$ cat src/rtl/seg_pkg.sv
// seg_pkg: active-low 7-segment encodings ({g,f,e,d,c,b,a}) and width helper for the scan controller.
package seg_pkg;
  localparam logic [6:0] SEG_0     = 7'h40;
  localparam logic [6:0] SEG_1     = 7'h79;
  localparam logic [6:0] SEG_2     = 7'h24;
  localparam logic [6:0] SEG_3     = 7'h30;
  localparam logic [6:0] SEG_4     = 7'h19;
  localparam logic [6:0] SEG_5     = 7'h12;
  localparam logic [6:0] SEG_6     = 7'h02;
  localparam logic [6:0] SEG_7     = 7'h78;
  localparam logic [6:0] SEG_8     = 7'h00;
  localparam logic [6:0] SEG_9     = 7'h10;
  localparam logic [6:0] SEG_DASH  = 7'h3F;
  localparam logic [6:0] SEG_BLANK = 7'h7F;
  localparam logic [3:0] CODE_DASH = 4'hA;

  // Never returns less than 1 so single-value counters still get a real bit.
  function automatic int clog2(input int v);
    int r = 1;
    while ((1 << r) < v) r++;
    return r;
  endfunction
endpackage

$ cat src/rtl/seg_decoder.sv
// seg_decoder: 4-bit digit code plus decimal-point flag to an active-low {dp,g..a} pattern.
module seg_decoder
  import seg_pkg::*;
(
  input  logic [3:0] code_i,
  input  logic       dp_i,
  output logic [7:0] seg_o
);
  logic [6:0] seg;
  always_comb begin
    case (code_i)
      4'h0:      seg = SEG_0;
      4'h1:      seg = SEG_1;
      4'h2:      seg = SEG_2;
      4'h3:      seg = SEG_3;
      4'h4:      seg = SEG_4;
      4'h5:      seg = SEG_5;
      4'h6:      seg = SEG_6;
      4'h7:      seg = SEG_7;
      4'h8:      seg = SEG_8;
      4'h9:      seg = SEG_9;
      CODE_DASH: seg = SEG_DASH;
      default:   seg = SEG_BLANK;
    endcase
  end
  assign seg_o = {~dp_i, seg};
endmodule

$ cat src/rtl/seg_scan_ctrl.sv
// seg_scan_ctrl: multiplexed common-anode 7-segment scanner with blanking, PWM
// brightness, blink and a per-frame snapshot of the display data.
module seg_scan_ctrl
  import seg_pkg::*;
#(
  parameter int DIGITS       = 8,
  parameter int SCAN_DIV     = 1000,
  parameter int BLANK_CYCLES = 16,
  parameter int BLINK_FRAMES = 64
) (
  input  logic                  i_clk,
  input  logic                  r_rst_n,
  input  logic                  i_enable,
  input  logic [4*DIGITS-1:0]   i_data,
  input  logic [DIGITS-1:0]     i_dp,
  input  logic [DIGITS-1:0]     i_blink_mask,
  input  logic [3:0]            i_bright,
  output logic [DIGITS-1:0]     o_seg_control,
  output logic [7:0]            o_seg_display,
  output logic                  o_frame_start
);
  localparam int SW = clog2(SCAN_DIV);
  localparam int DW = clog2(DIGITS);
  localparam int BW = clog2(BLINK_FRAMES);

  logic [SW-1:0]       slot_q, slot_d;
  logic [DW-1:0]       dig_q, dig_d;
  logic [BW-1:0]       blink_frm_q, blink_frm_d;
  logic                phase_q, phase_d;
  logic [4*DIGITS-1:0] data_q, data_d;
  logic [DIGITS-1:0]   dp_q, dp_d, mask_q, mask_d;
  logic [3:0]          bright_q, bright_d, pwm;
  logic [DIGITS-1:0]   ctrl_q, ctrl_d;
  logic [7:0]          disp_q, disp_d, seg;
  logic                fs_q, fs_d;
  logic                slot_wrap, frame_wrap, blink_wrap, dark, lit;

  seg_decoder u_dec (
    .code_i (data_q[{dig_q, 2'b00} +: 4]),
    .dp_i   (dp_q[dig_q]),
    .seg_o  (seg)
  );

  always_comb begin
    slot_wrap   = slot_q == SW'(SCAN_DIV - 1);
    frame_wrap  = slot_wrap && dig_q == DW'(DIGITS - 1);
    blink_wrap  = frame_wrap && blink_frm_q == BW'(BLINK_FRAMES - 1);
    slot_d      = slot_wrap ? '0 : slot_q + 1'b1;
    dig_d       = slot_wrap ? (dig_q == DW'(DIGITS - 1) ? '0 : dig_q + 1'b1) : dig_q;
    blink_frm_d = frame_wrap ? (blink_wrap ? '0 : blink_frm_q + 1'b1) : blink_frm_q;
    phase_d     = phase_q ^ blink_wrap;
    data_d      = frame_wrap ? i_data : data_q;
    dp_d        = frame_wrap ? i_dp : dp_q;
    mask_d      = frame_wrap ? i_blink_mask : mask_q;
    // Brightness is taken live in a slot's first cycle so that cycle is never stale.
    bright_d    = slot_q == '0 ? i_bright : bright_q;
    pwm         = 4'(slot_q - SW'(BLANK_CYCLES));
    dark        = !i_enable || (phase_q && mask_q[dig_q]);
    lit         = !dark && slot_q >= SW'(BLANK_CYCLES) && pwm < bright_d;
    ctrl_d      = lit ? ~(DIGITS'(1) << (DW'(DIGITS - 1) - dig_q)) : '1;
    disp_d      = dark ? 8'hFF : seg;
    fs_d        = slot_q == '0 && dig_q == '0;
  end

  always_ff @(posedge i_clk or negedge r_rst_n) begin
    if (!r_rst_n) begin
      slot_q      <= '0;
      dig_q       <= '0;
      blink_frm_q <= '0;
      phase_q     <= 1'b0;
      data_q      <= '0;
      dp_q        <= '0;
      mask_q      <= '0;
      bright_q    <= '0;
      ctrl_q      <= '1;
      disp_q      <= 8'hFF;
      fs_q        <= 1'b0;
    end else begin
      slot_q      <= slot_d;
      dig_q       <= dig_d;
      blink_frm_q <= blink_frm_d;
      phase_q     <= phase_d;
      data_q      <= data_d;
      dp_q        <= dp_d;
      mask_q      <= mask_d;
      bright_q    <= bright_d;
      ctrl_q      <= ctrl_d;
      disp_q      <= disp_d;
      fs_q        <= fs_d;
    end
  end

  assign o_seg_control = ctrl_q;
  assign o_seg_display = disp_q;
  assign o_frame_start = fs_q;
endmodule
$ cat config.mk
export PLATFORM = sky130hd
export DESIGN_NAME = seg_scan_ctrl
export DESIGN_NICKNAME = d
export VERILOG_FILES = /design/src/rtl/seg_pkg.sv /design/src/rtl/seg_decoder.sv /design/src/rtl/seg_scan_ctrl.sv
export SDC_FILE = /design/constraint.sdc
export NUM_CORES = 1
export LEC_CHECK = 0
export ABC_CLOCK_PERIOD_IN_PS = 3250
export CAP_MARGIN = 40
export CORE_MARGIN = 3
export CORE_UTILIZATION = 50
export CTS_BUF_LIST = sky130_fd_sc_hd__clkbuf_2
export DETAILED_ROUTE_END_ITERATION = 7
export GPL_TIMING_DRIVEN = 0
export PLACE_DENSITY_LB_ADDON = 0.25
export SLEW_MARGIN = 20
export SYNTH_ARGS = -nofsm -noshare
export SYNTH_HDL_FRONTEND = slang
export SYNTH_SLANG_ARGS = --single-unit
export TNS_END_PERCENT = 30
$ cat constraint.sdc
create_clock -name i_clk -period 3.25 [get_ports i_clk]
set_clock_uncertainty 0.1 [all_clocks]
set_input_delay 0.65 -clock i_clk [delete_from_list [all_inputs] [get_ports i_clk]]
set_output_delay 0.65 -clock i_clk [all_outputs]
set_load 0.005 [all_outputs]
# --- Yosys cells after proc, flatten, opt, wreduce, memory -nomap -nowiden ---
# Memories as Yosys holds them, arrays and structs flattened.
# Index checks and enable logic that the tools add are counted.
word_totals:
  rom_bits: 112
  inputBits: 55
  out_inout_bits: 17
  n_memories: 1
  regBits: 89
  elab_cells: 49
mem_list:
  columns: ["name", "words", "width", "read_ports", "rd_ports_with_merged_regs", "write_ports", "line_no", "source"]
  rows:
  - ["(name not given)", 16, 7, 1, 0, 0, "seg_decoder.sv:11", "case (code_i)"]
classes:
  n_mux: 10
  bitwise_logic: 3
  n_reduce_logical: 11
  addsub: 5
  n_shift: 2
  n_eq_ne: 3
  n_lt_le_gt_ge: 3
op_table:
  columns: ["cell", "count"]
  rows:
  - ["32-bit by 6-bit variable part select with 4-bit output", 1]
  - ["8-bit two-way mux", 2]
  - ["10-bit by 1-bit adder with 10-bit output, second input constant", 1]
  - ["10-bit == test, second input constant", 1]
  - ["10-bit by 5-bit greater-or-equal comparator with 1-bit output, second input constant", 1]
  - ["10-bit zero test", 1]
  - ["10-bit two-way mux", 1]
  - ["8-bit NOT", 1]
  - ["1-bit by 3-bit << shifter with 8-bit output, first input constant", 1]
  - ["6-bit by 1-bit adder with 6-bit output, second input constant", 1]
  - ["1-bit binary-select mux with 3-bit select", 2]
  - ["6-bit == test, second input constant", 1]
  - ["1-bit logical AND", 6]
  - ["6-bit two-way mux", 1]
  - ["3-bit by 4-bit less-than comparator with 1-bit output, second input constant", 1]
  - ["4-bit less-than comparator", 1]
  - ["4-bit two-way mux", 1]
  - ["4-bit by 1-bit subtractor with 4-bit output, second input constant", 1]
  - ["3-bit by 1-bit adder with 3-bit output, second input constant", 1]
  - ["3-bit == test, second input constant", 1]
  - ["3-bit zero test", 1]
  - ["3-bit two-way mux", 1]
  - ["3-bit subtractor, first input constant", 1]
  - ["1-bit zero test", 2]
  - ["other kinds (4)", 5]

# --- Depth between registers and ports, before layout ---
# Gate-level depths: netlist of the first run.
depth:
  ltp_word: 8
  ltp_mapped: 13
  depth_no_buf: 12

# --- By module ---
# From an unflattened synthesis of the first run, not the netlist that was laid out.
unflattened:
  hier_cells: 341
  area_unflattened_um2: 4538.1
modules_own_cells:
  columns: ["module", "cells_per_inst", "area_each_um2", "n_inst", "seq_area_each_um2"]
  rows:
  - ["seg_scan_ctrl", 307, 4320.4, 1, 2247.2]
  - ["seg_decoder", 34, 217.7, 1, 0.0]

# --- Worst setup path before layout of the first run ---
# Ideal clock, no wire load.
synth_path:
  path_type: "reg2reg"
  from: "register slot_q[9]"
  to: "register ctrl_q[1] (netlist: o_seg_control[1])"
  path_slack_ns: 0.649
  path_stages_with_launch: 12
  synth_period_minus_slack_ns: 2.601
  t_arrival_ns: 2.438
  path_buffers: 1
  required_time_ns: 3.086
  setup_ns: 0.064
  path_cell_list: "dfrtp_1 > nor4_1 > nand3_1 > mux2_2 > inv_1 > ha_1 > nor3b_1 > and4_1 > a211o_1 > and3_1 > buf_4 > nand3_1"
synth_between:
  elab_chain_cells: 5
  elab_cells_between_ends: 7
  cone_classes: "order compare (2); mux (2); reduce/logical (3)"
synth_rtl:
  columns: ["item", "line_no", "source"]
  rows:
  - ["start, declared", "seg_scan_ctrl.sv:26", "logic [SW-1:0] slot_q, slot_d;"]
  - ["start signal, assigned", "seg_scan_ctrl.sv:79", "slot_q <= slot_d;"]
  - ["10-bit zero test", "seg_scan_ctrl.sv:56", "bright_d = slot_q == '0 ? i_bright : bright_q;"]
  - ["4-bit two-way mux", "seg_scan_ctrl.sv:56", null]
  - ["named net bright_d[1]", "seg_scan_ctrl.sv:32", "logic [3:0] bright_q, bright_d, pwm;"]
  - ["4-bit less-than comparator", "seg_scan_ctrl.sv:59", "lit = !dark && slot_q >= SW'(BLANK_CYCLES) && pwm < bright_d;"]
  - ["1-bit logical AND", "seg_scan_ctrl.sv:59", null]
  - ["8-bit two-way mux", "seg_scan_ctrl.sv:60", "ctrl_d = lit ? ~(DIGITS'(1) << (DW'(DIGITS - 1) - dig_q)) : '1;"]
  - ["named net ctrl_d[1]", "seg_scan_ctrl.sv:33", "logic [DIGITS-1:0] ctrl_q, ctrl_d;"]
  - ["end signal, assigned", "seg_scan_ctrl.sv:87", "ctrl_q <= ctrl_d;"]
  - ["end, declared", "seg_scan_ctrl.sv:33", null]
# The timed path passes the listed nets, and every way through them passes these cells.
# A chain may end at the register's enable or synchronous reset.

# --- Worst setup path in the final report of the first run ---
layout_path:
  from: "register slot_q[9]"
  to: "register ctrl_q[3] (netlist: o_seg_control[3])"
# Same word-level chain as after synthesis.

==> out/qor.yml, run 1 <==
status: "finished, final reports clean"
yosys-top-cells-area: "dfrtp_1 43%, nand2_1 15%, dfstp_2 10%"
gr-usage-all-layers_pct: 18.8
root_buffer: "clkbuf_2"
die_h_um: 97.8
vdd_drop_max_mv: 0.170
numCtsBuffers: 9
post-route-period-util_pct: 91.7
antenna_found_initial: 0
antenna_left: 0
synth_top_flop_cell: "dfrtp_1"
power.density_mw_per_mm2: 337
setup_viol: 0
cts_setup_buffers: 0
design.die.area_mm2: 0.00956
post-route-util_pct: 65.5
die_w_um: 97.8
syn_inst: 411
crit_type: "reg2reg"
synth-seq-cells: 89
setup_slack_ns: 0.269
drive_above_1_share_pct: 9.60
crit_path_top_delay_cell: "nor4_2"
fin_nets: 567
synth_edf_count: 0
rsz0062_at_grt: "no"
yosysTopAreaCellShare_pct: 43.4
worst_setup_path_end_kind: "register"
arrival_ns: 3.35
synth-async-reset-ratio_pct: 100
wirelength_um: 8590
fmax_mhz: 335
yosysTopAreaCell: "dfrtp_1"
syn-num-nets: 483
clock_sinks: 89
synth_cell_type_count: 42
p_leak_nw: 2.20
syn_to_final_growth_pct: 23.3
clock_path_buffers: 2
dp_slack_ns: 0.100
core-area_mm2: 0.00793
slew_violations: 0
grt_pass1_wl_um: 14400
cp_max_fo: 8
final-instance-count-excl-fill: 602
io_pins: 72
synth.avg_cell_area_um2: 10.2
netlist_area_mm2: 0.00421
yosysWarnings: 0
crit_chain: "nor4_2 > nand3_2 > mux2_2 > inv_1 > ha_1 > nor3b_1 > and4_1 > a211o_1 > and3_1 > buf_4 > nand3_1"
place_inst: 585
hpwl_um: 6290
grt_pass1_vias: 3120
htreeDepth: 3
relSlewSlack_pct: 55.8
hp-class: "reg2reg"
grt_overflow: 0
hold-worst-slack_ns: 0.393
cts_tree: "yes"
num_rows: 32
antennaDiodeCount: 0
place_congestion: 0.857
grt_max_degree: 52
hold_viol: 0
start_kind: "register"
drv_cap: 0
ys_seq_area_share_pct: 53.4
io_buffers: 71
drtIter0Drc: 122
via_per_inst: 5.25
fillCellCount: 641
wl_per_cell_um: 14.3
power.total_mw: 1.75
clk_latency_ns: 0.53
tightestPinTransition_ns: 0.663
vias: 3163
cpPeakStageDelay_ns: 0.51
clkTransAtPathRegs_ns: 0.24
dr.pass1.iters: 4
initial_core_util_pct: 53.1
drc: 0
required_ns: 3.62
fin_crit_ns: 2.98
[cell usage in the layout, fill, tap and decap left out, types with 5 or more instances in the layout]
master,synthesis,routed
dfrtp_1,73,73
clkdlybuf4s50_1,0,70
clkbuf_1,11,11
nand3_1,14,13
nand2_1,166,166
mux4_1,10,10
o21ai_0,7,7
mux2i_1,7,7
clkbuf_2,0,11
xnor2_1,5,5
inv_1,13,13
nor2_1,10,10
ha_1,17,17
dfstp_2,16,16
[synth_stat cells, types with 2 or more instances]
cell type  number
and3_1          4
ha_1           17
o22ai_1         2
buf_6           2
o21ai_1         3
xnor2_1         5
nor2b_1         3
xor2_1          4
and4_1          4
o21ai_0         7
a21oi_1         4
nand4_1         3
and2_1          2
mux4_1         10
mux2_2          4
mux4_2          2
nor3b_1         4
dfrtp_1        73
clkbuf_1       11
buf_2           2
dfstp_2        16
mux2i_1         7
nand3_1        14
nor2_1         10
nand2_1       166
o31ai_1         4
inv_1          13
[cell type report]
class | instances | area [um2] | area share [%]
plain buffers | 17 | 85.1 | 1.64
well taps | 102 | 128 | 2.46
clock inverters | 5 | 47.5 | 0.916
inverters | 13 | 48.8 | 0.940
flip-flops and latches | 89 | 2250 | 43.3
multi-input cells | 292 | 1840 | 35.4
clock buffers | 11 | 55.1 | 1.06
repair buffers | 73 | 738 | 14.2
[per-layer routing]
layer | GRT usage [%] | up-vias | part of all wire [%]
met1 | 25.4 | 1522 | 45
met3 | 3.86 | 13 | 5.0
met5 | 0 | - | 0
met4 | 7.03 | 0 | 1.7
li1 | - | 1535 | -
met2 | 30.2 | 93 | 48
[critical path: cells and delay by family, from the launching register on]
| kind | cells | cell delay [ns] |
|---|---|---|
| AO/OA/AOI/OAI | 1 | 0.28 |
| adder cells (fa/ha/maj) | 1 | 0.19 |
| buffers and inverters | 2 | 0.21 |
| flip-flops | 1 | 0.49 |
| multiplexers | 1 | 0.35 |
| AND/OR/NAND/NOR | 6 | 1.31 |
[final timing paths]
check	from	end	slack, ns	depth (start not counted)
setup / recovery	slot_q[9]	o_seg_control[3]	0.27	11
hold / removal	data_q[6]	data_q[6]	0.39	2
setup reg to reg	slot_q[9]	o_seg_control[3]	0.27	11
hold reg to reg	data_q[6]	data_q[6]	0.39	2
max in group asynchronous	r_rst_n	o_seg_display[0]	1.78	3
min in group asynchronous	r_rst_n	bright_q[2]	0.54	2
[kinds of logic (layout without fill, tap and decap cells)]
kind of cell	after synthesis	in the layout	synth area share, %
multiplexers	25	25	10.9
buffers and inverters	30	119	3.18
AO/OA/AOI/OAI	27	27	4.25
XOR/XNOR	9	9	1.87
adder cells (fa/ha/maj)	17	17	5.05
AND/OR/NAND/NOR	214	214	21.3
flip-flops	89	89	53.4
[what timing repair did]
action / CTS / global route
hold buffers: 1 / 0
setup endpoints to repair: 0 / 8
resized for setup: 0 / 2
endpoints found under the hold margin: 12 / 0
[report_power, final]
group	leakage [nW]	internal (mW)	switching (mW)	total (mW)
Sequential	0.914	1.12	0.00117	1.12
Combinational	1.22	0.0684	0.0393	0.108
Clock	0.0708	0.177	0.348	0.525
Total	2.20	1.36	0.388	1.75
[per-stage QoR]
| stage | area [um2] | TNS, ns |
|---|---|---|
| floorplan | 4210 | 0 |
| global placement | 5050 | -126.39 |
| detailed placement | 5060 | 0 |
| CTS | 5180 | 0 |
| global route | 5190 | 0 |
| finish | 5190 | 0 |
[flip-flops by register name, summed over array words and instances (netlist names)]
name,cells
o_frame_start,1
o_seg_display,8
blink_frm_q,6
data_q,32
dp_q,8
bright_q,4
dig_q,3
slot_q,10
mask_q,8
o_seg_control,8
phase_q,1
(Power assumes the default switching activity.)
==> inputs of run 2 (changes only) <==
- CORE_UTILIZATION: 50 -> 45
- DONT_BUFFER_PORTS: not set -> 1
- SKIP_LAST_GASP: not set -> 1
==> run 2 against run 1 <==
  * Die area increased by 10%
  * Sequential power about the same
  * Routed wire length down 1.6%
  * Critical endpoint is now o_seg_control[2]
  * Highest routed layer unchanged
  * First-iteration DRC count grew 22%
  * Sequential cell count stayed put
  * Largest cell class unchanged
  * Global-route usage is 1.4 points lower
  * Utilization decreased by 14 points
==> out/qor.yml, run 2 (same netlist as run 1, synthesis figures left out) <==
rsz0062_at_grt: "no"
io_pins: 72
vdd_drop_max_mv: 0.147
power.density_mw_per_mm2: 396
grt_pass1_vias: 2890
hp-class: "in2reg"
post-route-util_pct: 51.0
gr-usage-all-layers_pct: 17.3
core-area_mm2: 0.00889
cts_tree: "yes"
via_per_inst: 5.23
grt_overflow: 0
grt_pass1_wl_um: 14000
root_buffer: "clkbuf_2"
r2r-end: "o_seg_control[2]"
arrival_ns: 3.30
critPathLaunch: "slot_q[0]"
min_to: "data_q[8]"
dr.pass1.iters: 4
largest_reg_flops: 32
hold_viol: 0
clk_latency_ns: 0.53
hold-worst-slack_ns: 0.0907
final-seq-area_mm2: 0.00225
worst_setup_path_end_kind: "register"
cp_max_fo: 8
design.die.area_mm2: 0.0106
start_kind: "register"
setup_viol: 0
syn_to_final_growth_pct: 7.64
reg2regPathDepth: 13
initial_core_util_pct: 47.3
fin_nets: 496
drive_above_1_share_pct: 11.0
antenna_left: 0
hpwl_um: 6040
post-route-period-util_pct: 90.0
drc: 0
fmax_mhz: 342
io_buffers: 0
num_rows: 34
fillCellCount: 831
die_h_um: 103
slew_violations: 0
htreeDepth: 3
timing.rr.start: "slot_q[0]"
relSlewSlack_pct: 58.4
crit_type: "reg2reg"
hold_depth: 2
wl_per_cell_um: 15.7
fin_crit_ns: 2.93
clkTransAtPathRegs_ns: 0.25
antennaDiodeCount: 0
cts_setup_buffers: 0
power.total_mw: 1.79
p_leak_nw: 1.93
top_regs: "data_q: 32 flops, slot_q: 10 flops"
regMostFlops: "data_q"
grt_max_degree: 90
multi_input_area_mm2: 0.00184
drtIter0Drc: 149
layout_commonest_cell: "nand2_1"
numCtsBuffers: 9
place_congestion: 0.833
die_w_um: 103
hp-start: "i_data[8]"
tightestPinTransition_ns: 0.624
setup_tns_ns: 0
final_cell_mix: "166 x nand2_1, 73 x dfrtp_1, 17 x ha_1"
clock_sinks: 89
drv_cap: 0
vias: 2811
wirelength_um: 8450
status: "finished, final reports clean"
antenna_found_initial: 0
required_ns: 3.62
r2r_setup_slack_ns: 0.32
clock_path_buffers: 2
## run 2: cell types whose count changed in the layout (fill, tap and decap cells not counted)
cell             change
inv_6                +2
clkbuf_2             -2
clkinvlp_4           +1
buf_12               -1
buf_16               +1
clkdlybuf4s50_1     -70
bufinv_16            +1
buf_4                -1
clkinv_2             -2
## run 2: worst max-delay path by stage
stage	end	slack, ns	depth (start not counted)
2_1_floorplan	o_seg_control[1]	0.65	11
3_3_place_gp	o_seg_control[6]	0.28	11
3_5_place_dp	o_seg_control[6]	0.22	11
4_1_cts	o_seg_control[6]	0.17	11
5_1_grt	o_seg_control[3]	0.09	13
6_report	o_seg_control[2]	0.32	13
## run 2: repair_timing
| action | CTS | global route |
|---|---|---|
| endpoints found under the hold margin | 89 | 0 |
| gates resized for setup | 0 | 2 |
| endpoints found under the setup margin | 0 | 8 |
| hold buffers | 2 | 0 |
## run 2: worst max-delay path, stage by stage (launching register included)
cell,delay (ns)
dfrtp_1,0.51
inv_1,0.09
ha_1,0.14
nor3b_1,0.31
nand3_2,0.23
mux2_2,0.34
inv_1,0.06
ha_1,0.19
nor3b_1,0.06
and4_1,0.20
a211o_1,0.26
and3_1,0.16
buf_4,0.15
nand3_1,0.08
## run 2: layout make-up
type	count	area share [%]
sequential	89	49.6
multi-input combinational	292	40.6
clock inverter	7	2.04
clock buffer	9	0.994
tap	108	2.98
timing repair buffer	2	0.828
inverter	13	1.08
buffer	17	1.88
## run 2: per-layer routing
layer / track usage [%] / wire length (um)
met1: 24.7 / 4150
met2: 25.9 / 3750
met3: 4.26 / 391
met4: 5.95 / 159
met5: 0 / 0
## run 2: power by group
group | switching (mW) | internal, mW
registers | 0.00140 | 1.12
clock network | 0.382 | 0.255
logic | 0.0270 | 0.0112
total | 0.410 | 1.38
## run 2: metrics by stage
| step | setup slack [ns] | instances | area, um2 |
|---|---|---|---|
| 6_report | 0.325 | 537 | 4530 |
| 3_5_place_dp | 0.219 | 519 | 4340 |
| 5_1_grt | 0.0864 | 537 | 4530 |
| 4_1_cts | 0.174 | 537 | 4520 |
| 3_3_place_gp | 0.284 | 519 | 4340 |
| 2_1_floorplan | 0.649 | 411 | 4210 |
==> inputs of run 3 (changes only) <==
- CORE_ASPECT_RATIO: not set -> 1.25
- REMOVE_ABC_BUFFERS: not set -> 1
==> run 3 against run 2 <==
  * Count of clock-buffer cells in the layout unchanged
  * Register-to-register slack improved by 0.04 ns
  * Sequential share of layout area is 0.19 points higher
  * Total power is 4.4% lower
  * Largest power group unchanged
  * Highest routed layer unchanged
==> out/qor.yml, run 3 (same netlist as run 1, synthesis figures left out) <==
io_pins: 72
post-route-period-util_pct: 88.9
layout_commonest_cell: "nand2_1"
cpPeakStageDelay_ns: 0.51
status: "finished, final reports clean"
arrival_ns: 3.27
slew_violations: 0
cts_tree: "yes"
io_buffers: 0
power.density_mw_per_mm2: 380
final-instance-count-excl-fill: 537
die_h_um: 114
fin_nets: 484
clock_path_buffers: 2
drtIter0Drc: 151
largest_reg_flops: 32
grt_overflow: 0
grt_max_degree: 90
rsz0062_at_grt: "no"
final_cell_mix: "165 x nand2_1, 73 x dfrtp_1, 17 x ha_1"
p_leak_nw: 1.92
crit_path_top_delay_cell: "dfrtp_1"
cts_setup_buffers: 0
hp-class: "in2reg"
clk_latency_ns: 0.57
met1Wirelength_um: 3570
clkTransAtPathRegs_ns: 0.25
antenna_left: 0
initial_core_util_pct: 47.3
gr-usage-all-layers_pct: 16.6
top_regs: "data_q: 32 flops, slot_q: 10 flops"
required_ns: 3.63
cp_max_fo: 8
highest_layer: "met4"
fmax_mhz: 346
start_kind: "register"
crit_chain: "inv_1 > ha_1 > nor3b_1 > nand3_2 > mux2_2 > inv_1 > ha_1 > nor3b_1 > and4_1 > a211o_1 > and3_1 > nand3_1"
placed_cell_area_mm2: 0.00433
wl_met3_um: 428
syn_to_final_growth_pct: 7.22
antennaDiodeCount: 0
num_rows: 38
regMostFlops: "data_q"
stdcell_area_mm2: 0.00451
fin_crit_ns: 2.89
route.met2.wl_um: 3890
drive_above_1_share_pct: 11.8
hold-worst-slack_ns: 0.0496
worst_setup_path_end_kind: "register"
wirelength_um: 8050
wl_per_cell_um: 15.0
root_buffer: "clkbuf_2"
hpwl_um: 5650
setup_viol: 0
place_congestion: 0.782
hold_viol: 0
crit_type: "reg2reg"
vdd_drop_max_mv: 0.171
design.die.area_mm2: 0.0106
place_inst: 517
htreeDepth: 3
grt_pass1_wl_um: 13400
drc: 0
via_per_inst: 5.20
drv_cap: 0
grt_pass1_vias: 2752
antenna_found_initial: 0
clock_sinks: 89
core-area_mm2: 0.00889
dr.pass1.iters: 4
die_w_um: 92.5
vias: 2792
numCtsBuffers: 9
relSlewSlack_pct: 54.7
tightestPinTransition_ns: 0.679
-- run 3: worst max-delay path, delay by kind of cell, from the launching register on --
kind | cells | cell delay [ns]
AOI/OAI and AO/OA | 1 | 0.09
muxes | 1 | 0.29
buffers and inverters | 2 | 0.13
DFF | 1 | 0.51
and+or+nand+nor | 6 | 1.33
adders and majority gates | 2 | 0.34
-- run 3: path summary, 6_finish.rpt --
path / startpoint / to / slack [ns] / depth (start not counted)
worst max-delay path: slot_q[0] / o_seg_control[6] / 0.36 / 12
worst min-delay path: i_data[8] / data_q[8] / 0.05 / 2
worst max register to register: slot_q[0] / o_seg_control[6] / 0.36 / 12
worst min register to register: data_q[2] / data_q[2] / 0.39 / 2
max in group asynchronous: r_rst_n / o_seg_display[6] / 2.15 / 2
min in group asynchronous: r_rst_n / bright_q[3] / 0.50 / 2
-- run 3: what timing repair did --
item,in CTS,in global routing
hold endpoints to repair,91,0
endpoints found under the setup margin,0,8
hold buffers,4,0
resized for setup,0,2
-- run 3: report_power, final --
group	internal [mW]	switching [mW]
registers	1.12	0.00139
clock network	0.178	0.379
logic	0.0117	0.0275
total	1.31	0.408
-- run 3: metrics by stage --
stage	total power [mW]	utilization, %	setup WS, ns	setup TNS, ns
floorplan	1.14	-	0.431	0
CTS	1.74	50.6	0.243	0
detailed placement	1.15	48.7	0.277	0
global placement	1.15	48.1	-0.340	-6.45
finish	1.71	50.8	0.360	0
global route	1.79	50.8	0.0819	0
-- run 3: layer usage --
layer / vias to the layer above / GRT usage (%)
met5: - / 0
met1: 1343 / 21.7
met2: 66 / 26.2
li1: 1370 / -
met3: 13 / 4.14
met4: 0 / 7.23
-- run 3: area by class of cell --
cell class,count,area (um2)
clock buffer,9,45.0
clock inverter,7,66.3
fill,847,4380
inverter,13,48.8
multi-input combinational,292,1840
sequential,89,2250
tap,120,150
timing repair buffer,7,113
